### config.mk
export PLATFORM = sky130hd
export DESIGN_NAME = tally_counter_param
export DESIGN_NICKNAME = d
export VERILOG_FILES = /design/src/rtl/tally_counter_param.sv
export SDC_FILE = /design/constraint.sdc
export NUM_CORES = 1
export LEC_CHECK = 0
export ABC_AREA = 1
export ABC_CLOCK_PERIOD_IN_PS = 2300
export CORE_UTILIZATION = 53
export DETAILED_ROUTE_END_ITERATION = 10
export GPL_ROUTABILITY_DRIVEN = 0
export PLACE_DENSITY = 0.86
export SYNTH_ARGS = -nofsm -noshare
export SYNTH_HDL_FRONTEND = slang
export SYNTH_SLANG_ARGS = --single-unit
### constraint.sdc
create_clock -name CLK -period 2.3 [get_ports CLK]
set_clock_uncertainty 0.15 [all_clocks]
set_input_delay 0.46 -clock CLK [delete_from_list [all_inputs] [get_ports CLK]]
set_output_delay 0.46 -clock CLK [all_outputs]
set_load 0.01 [all_outputs]
### src/rtl/tally_counter_param.sv
// Debounced up/down tally counter with saturating or wrapping bounds.
// Outputs the count as thermometer LEDs, as binary, and as registered status flags.
module tally_counter_param #(
  parameter int MAX  = 15,
  parameter int DEB  = 4,
  parameter int WRAP = 0
) (
  input  logic                       CLK,
  input  logic                       RST,
  input  logic                       TICK,
  input  logic                       BTN_UP,
  input  logic                       BTN_DN,
  input  logic                       CLR,
  output logic [MAX-1:0]             LED,
  output logic [$clog2(MAX+1)-1:0]   COUNT,
  output logic                       FULL,
  output logic                       EMPTY,
  output logic                       OVF,
  output logic                       UNF
);

  localparam int BW = $clog2(MAX + 1);
  localparam int DW = (DEB > 1) ? $clog2(DEB) : 1;
  localparam logic [BW-1:0] MAX_C  = BW'(MAX);
  localparam logic [DW-1:0] DEB_TC = DW'(DEB - 1);

  // Bit 0 = up button, bit 1 = down button throughout.
  logic [1:0]    sync1_q, sync1_d;
  logic [1:0]    sync2_q, sync2_d;
  logic [1:0]    db_q, db_d;
  logic [1:0]    db_dly_q, db_dly_d;
  logic [1:0]    ev_q, ev_d;
  logic [DW-1:0] deb_cnt_q [2];
  logic [DW-1:0] deb_cnt_d [2];

  logic [BW-1:0]  count_q, count_d;
  logic [MAX-1:0] led_q, led_d;
  logic           full_q, full_d;
  logic           empty_q, empty_d;
  logic           ovf_q, ovf_d;
  logic           unf_q, unf_d;

  always_comb begin
    sync1_d   = {BTN_DN, BTN_UP};
    sync2_d   = sync1_q;
    db_d      = db_q;
    deb_cnt_d = deb_cnt_q;
    for (int b = 0; b < 2; b++) begin
      if (TICK) begin
        if (sync2_q[b] == db_q[b]) begin
          deb_cnt_d[b] = '0;
        end else if (deb_cnt_q[b] == DEB_TC) begin
          db_d[b]      = ~db_q[b];
          deb_cnt_d[b] = '0;
        end else begin
          deb_cnt_d[b] = deb_cnt_q[b] + DW'(1);
        end
      end
    end
    db_dly_d = db_q;
    // Press events fire one cycle after the accepted level rises; releases are silent.
    ev_d     = db_q & ~db_dly_q;
  end

  always_comb begin
    count_d = count_q;
    ovf_d   = 1'b0;
    unf_d   = 1'b0;
    if (CLR) begin
      count_d = '0;
    end else if (ev_q[0] && !ev_q[1]) begin
      if (count_q == MAX_C) begin
        ovf_d = 1'b1;
        if (WRAP != 0) count_d = '0;
      end else begin
        count_d = count_q + BW'(1);
      end
    end else if (ev_q[1] && !ev_q[0]) begin
      if (count_q == '0) begin
        unf_d = 1'b1;
        if (WRAP != 0) count_d = MAX_C;
      end else begin
        count_d = count_q - BW'(1);
      end
    end
    // Status outputs are derived from the next count so they change on the same edge.
    for (int i = 0; i < MAX; i++) begin
      led_d[i] = (count_d > BW'(i));
    end
    full_d  = (count_d == MAX_C);
    empty_d = (count_d == '0);
  end

  always_ff @(posedge CLK) begin
    if (RST) begin
      sync1_q      <= '0;
      sync2_q      <= '0;
      db_q         <= '0;
      db_dly_q     <= '0;
      ev_q         <= '0;
      deb_cnt_q[0] <= '0;
      deb_cnt_q[1] <= '0;
      count_q      <= '0;
      led_q        <= '0;
      full_q       <= 1'b0;
      empty_q      <= 1'b1;
      ovf_q        <= 1'b0;
      unf_q        <= 1'b0;
    end else begin
      sync1_q      <= sync1_d;
      sync2_q      <= sync2_d;
      db_q         <= db_d;
      db_dly_q     <= db_dly_d;
      ev_q         <= ev_d;
      deb_cnt_q[0] <= deb_cnt_d[0];
      deb_cnt_q[1] <= deb_cnt_d[1];
      count_q      <= count_d;
      led_q        <= led_d;
      full_q       <= full_d;
      empty_q      <= empty_d;
      ovf_q        <= ovf_d;
      unf_q        <= unf_d;
    end
  end

  assign LED   = led_q;
  assign COUNT = count_q;
  assign FULL  = full_q;
  assign EMPTY = empty_q;
  assign OVF   = ovf_q;
  assign UNF   = unf_q;

endmodule

==> results.toml <==
[routing]
wl_um = 2780
drtIter0Drc = 27
routed_via_density = 5.03
dr.pass1.iters = 4
ant_nets = 0
wl_per_cell_um = 11.3
dr_total_vias = 1232
drc = 0

[critical_path]
crit_path_start = "COUNT[2]"
crit_buf_inv = 1
crit_type = "flip-flop to output port"
slowest_delay_ns = 0.61
worstSetupPathDepth = 1
r2r_start = "COUNT[0]"
crit_chain = "clkdlybuf4s50_1"
slowest_stage = "clkdlybuf4s50_1"
cp.arrival_ns = 1.47
cp_top_family = "buffers and inverters"
r2r_cells = 10
reg2reg_to = "LED[8]"
cp_data_required_time_ns = 1.69
critPathLaunchType = "flip-flop"
cp_max_fo = 9
r2r_slack_ns = 0.43
cp-endpoint = "COUNT[2]"
cp-end-kind = "output port"

[timing]
drv_slew = 0
post-route-period-util_pct = 90.3
tns_ns = 0
setup_viol = 0
post-route-min-period_ns = 2.08
rsz0062_at_grt = "no"
worst_pin_slew_ns = 0.339
slew_headroom_pct = 77.4
max_freq_ghz = 0.482
hold_viol_final = 0

[flow_run]
maxCapViolations = 0

[floorplan]
die_y_um = 54.0
initial_utilization_pct = 56.8
num_rows = 18
die_w_um = 54.0
die-area_sq_um = 2910
core_sq_um = 2520
boundaryPins = 29

[place]
hpwlAfterDp_um = 2140
port_buffers = 28
dp.cells = 237

[clock_tree]
cts_buffers = 5
insertion_delay_ns = 0.33
cts_max_level = 2
cts.reportedPaths.clkPinSlew_ns = 0.10
hold_buffers = 0
clockBufferDepth = 2
post_cts_buffers = 0
clkSinkCount = 36
cts_tree = "built"
cts_resized = 0
cts-root-buf = "clkbuf_4"

[power_and_ir_drop]
totalPowerFinal_w = 0.000996
p_per_area_nw_per_um2 = 555
p_leak_nw = 0.886
seq_power_share_pct = 63.5
swShare_pct = 22.7
p_comb_share_pct = 4.2
max-vdd-ir-drop_mv = 0.509
clkPwrFrac_pct = 32.2
p_int_w = 0.000770
power_switching_w = 0.000226

[global_route]
first_global_vias = 1166
grt_usage_pct = 23.0
globalRouteOverflowTotal = 0
grt_max_degree = 14
grt_pass1_wl_um = 4670
antenna_found_initial = 0

[logic_synthesis]
synth_edf_count = 0
synth_nets = 191
synth_warnings = 0
async_reset_ff_share_pct = 0
synth_area_leader_cell = "dfxtp_1"
yosysTopAreaCellShare_pct = 50.3
synthTopCellsByCount = "nand2_1 (42), dfxtp_1 (36), inv_1 (22)"
synth_cell_types = 23
ys_ff_latch = 36
ys.flop_type = "dfxtp_1"
yosysMostFrequentCell = "nand2_1"
syn_area_sq_um = 1430
synth_cells = 181
seq_area_frac_synth_pct = 50.3
yosys-top-cells-area = "dfxtp_1 (50%), nand2_1 (11%), inv_1 (5.8%), nor2_1 (5.0%), nand3_1 (4.5%)"
syn_avg_cell_area_sq_um = 7.92

[hold_path]
hold_path.class = "flip-flop to flip-flop"
min_from = "db_dly_q[1]"

[final_layout]
stdcell_count = 245
antenna-diode-count = 0
multiInputGateArea_sq_um = 598
nets = 224
fill_cells = 211
syn2layout_area_growth_pct = 25.3
layout-drive-gt1-share_pct = 11.2
seqCellArea_sq_um = 721

[run_status]
status = "completed"
[layout by cell type (no fill, tap or decap), drive strengths merged, types with 5 or more instances in the layout]
cell type      count
clkbuf             7
dfxtp             36
nor3               5
o21ai              6
nand3             15
inv               26
nand2             46
nor2              26
a21oi              7
clkdlybuf4s50     28
[metrics by stage]
step	area (sq um)	hold WS [ns]	utilization, %	worst slack [ns]
floorplan	1430	0.226	-	0.657
global placement	1740	0.230	69.0	0.409
detailed placement	1740	0.237	69.0	0.372
CTS	1800	0.252	71.2	0.200
global route	1800	0.263	71.2	0.138
finish	1800	0.247	71.2	0.223
[metal layers]
layer	wire length [um]	vias to the layer above	global-route usage (%)
met5	0	-	0
met4	69	0	13.7
met3	141	10	7.06
met2	1390	41	40.5
met1	1180	552	23.8
li1	-	629	-
[how the worst min path moves through the flow]
stage / slack (ns) / cells after the start / endpoint
2_1_floorplan: 0.23 / 1 / ev_q[0]
3_3_place_gp: 0.23 / 1 / ev_q[1]
4_1_cts: 0.25 / 1 / ev_q[1]
6_report: 0.25 / 1 / ev_q[1]
5_1_grt: 0.26 / 1 / ev_q[1]
3_5_place_dp: 0.24 / 1 / ev_q[1]
[power groups by stage]
stage | Sequential, W | Combinational, W | Clock (W)
2_1_floorplan | 0.000647 | 0.0000218 | 0
3_3_place_gp | 0.000647 | 0.0000397 | 0
3_5_place_dp | 0.000647 | 0.0000418 | 0
4_1_cts | 0.000633 | 0.0000420 | 0.000333
5_1_grt | 0.000634 | 0.0000477 | 0.000360
6_report | 0.000633 | 0.0000421 | 0.000321
[flip-flops by register name, summed over array words and instances, names as in the netlist]
name       cells
COUNT          4
EMPTY          1
FULL           1
LED           14
OVF            1
UNF            1
db_dly_d       2
db_dly_q       2
deb_cnt_q      4
ev_q           2
sync1_q        2
sync2_q        2
[cell type report]
cell class,count,area share [%]
multi-input cells,116,33.3
clock inverters,1,0.488
flip-flops and latches,36,40.1
repair buffers,29,16.0
clock buffers,7,2.51
well taps,30,2.09
inverters,26,5.44
[kinds of logic (layout without fill, tap and decap cells)]
group | after synthesis | after routing | synth area share (%)
flops | 36 | 36 | 50.3
compound gates | 13 | 13 | 4.54
simple gates | 96 | 96 | 31.9
fa+ha+maj | 4 | 4 | 3.49
xor+xnor | 3 | 3 | 1.83
buf+inv | 29 | 63 | 7.95
Note: power is estimated with default switching activity, not from simulation.
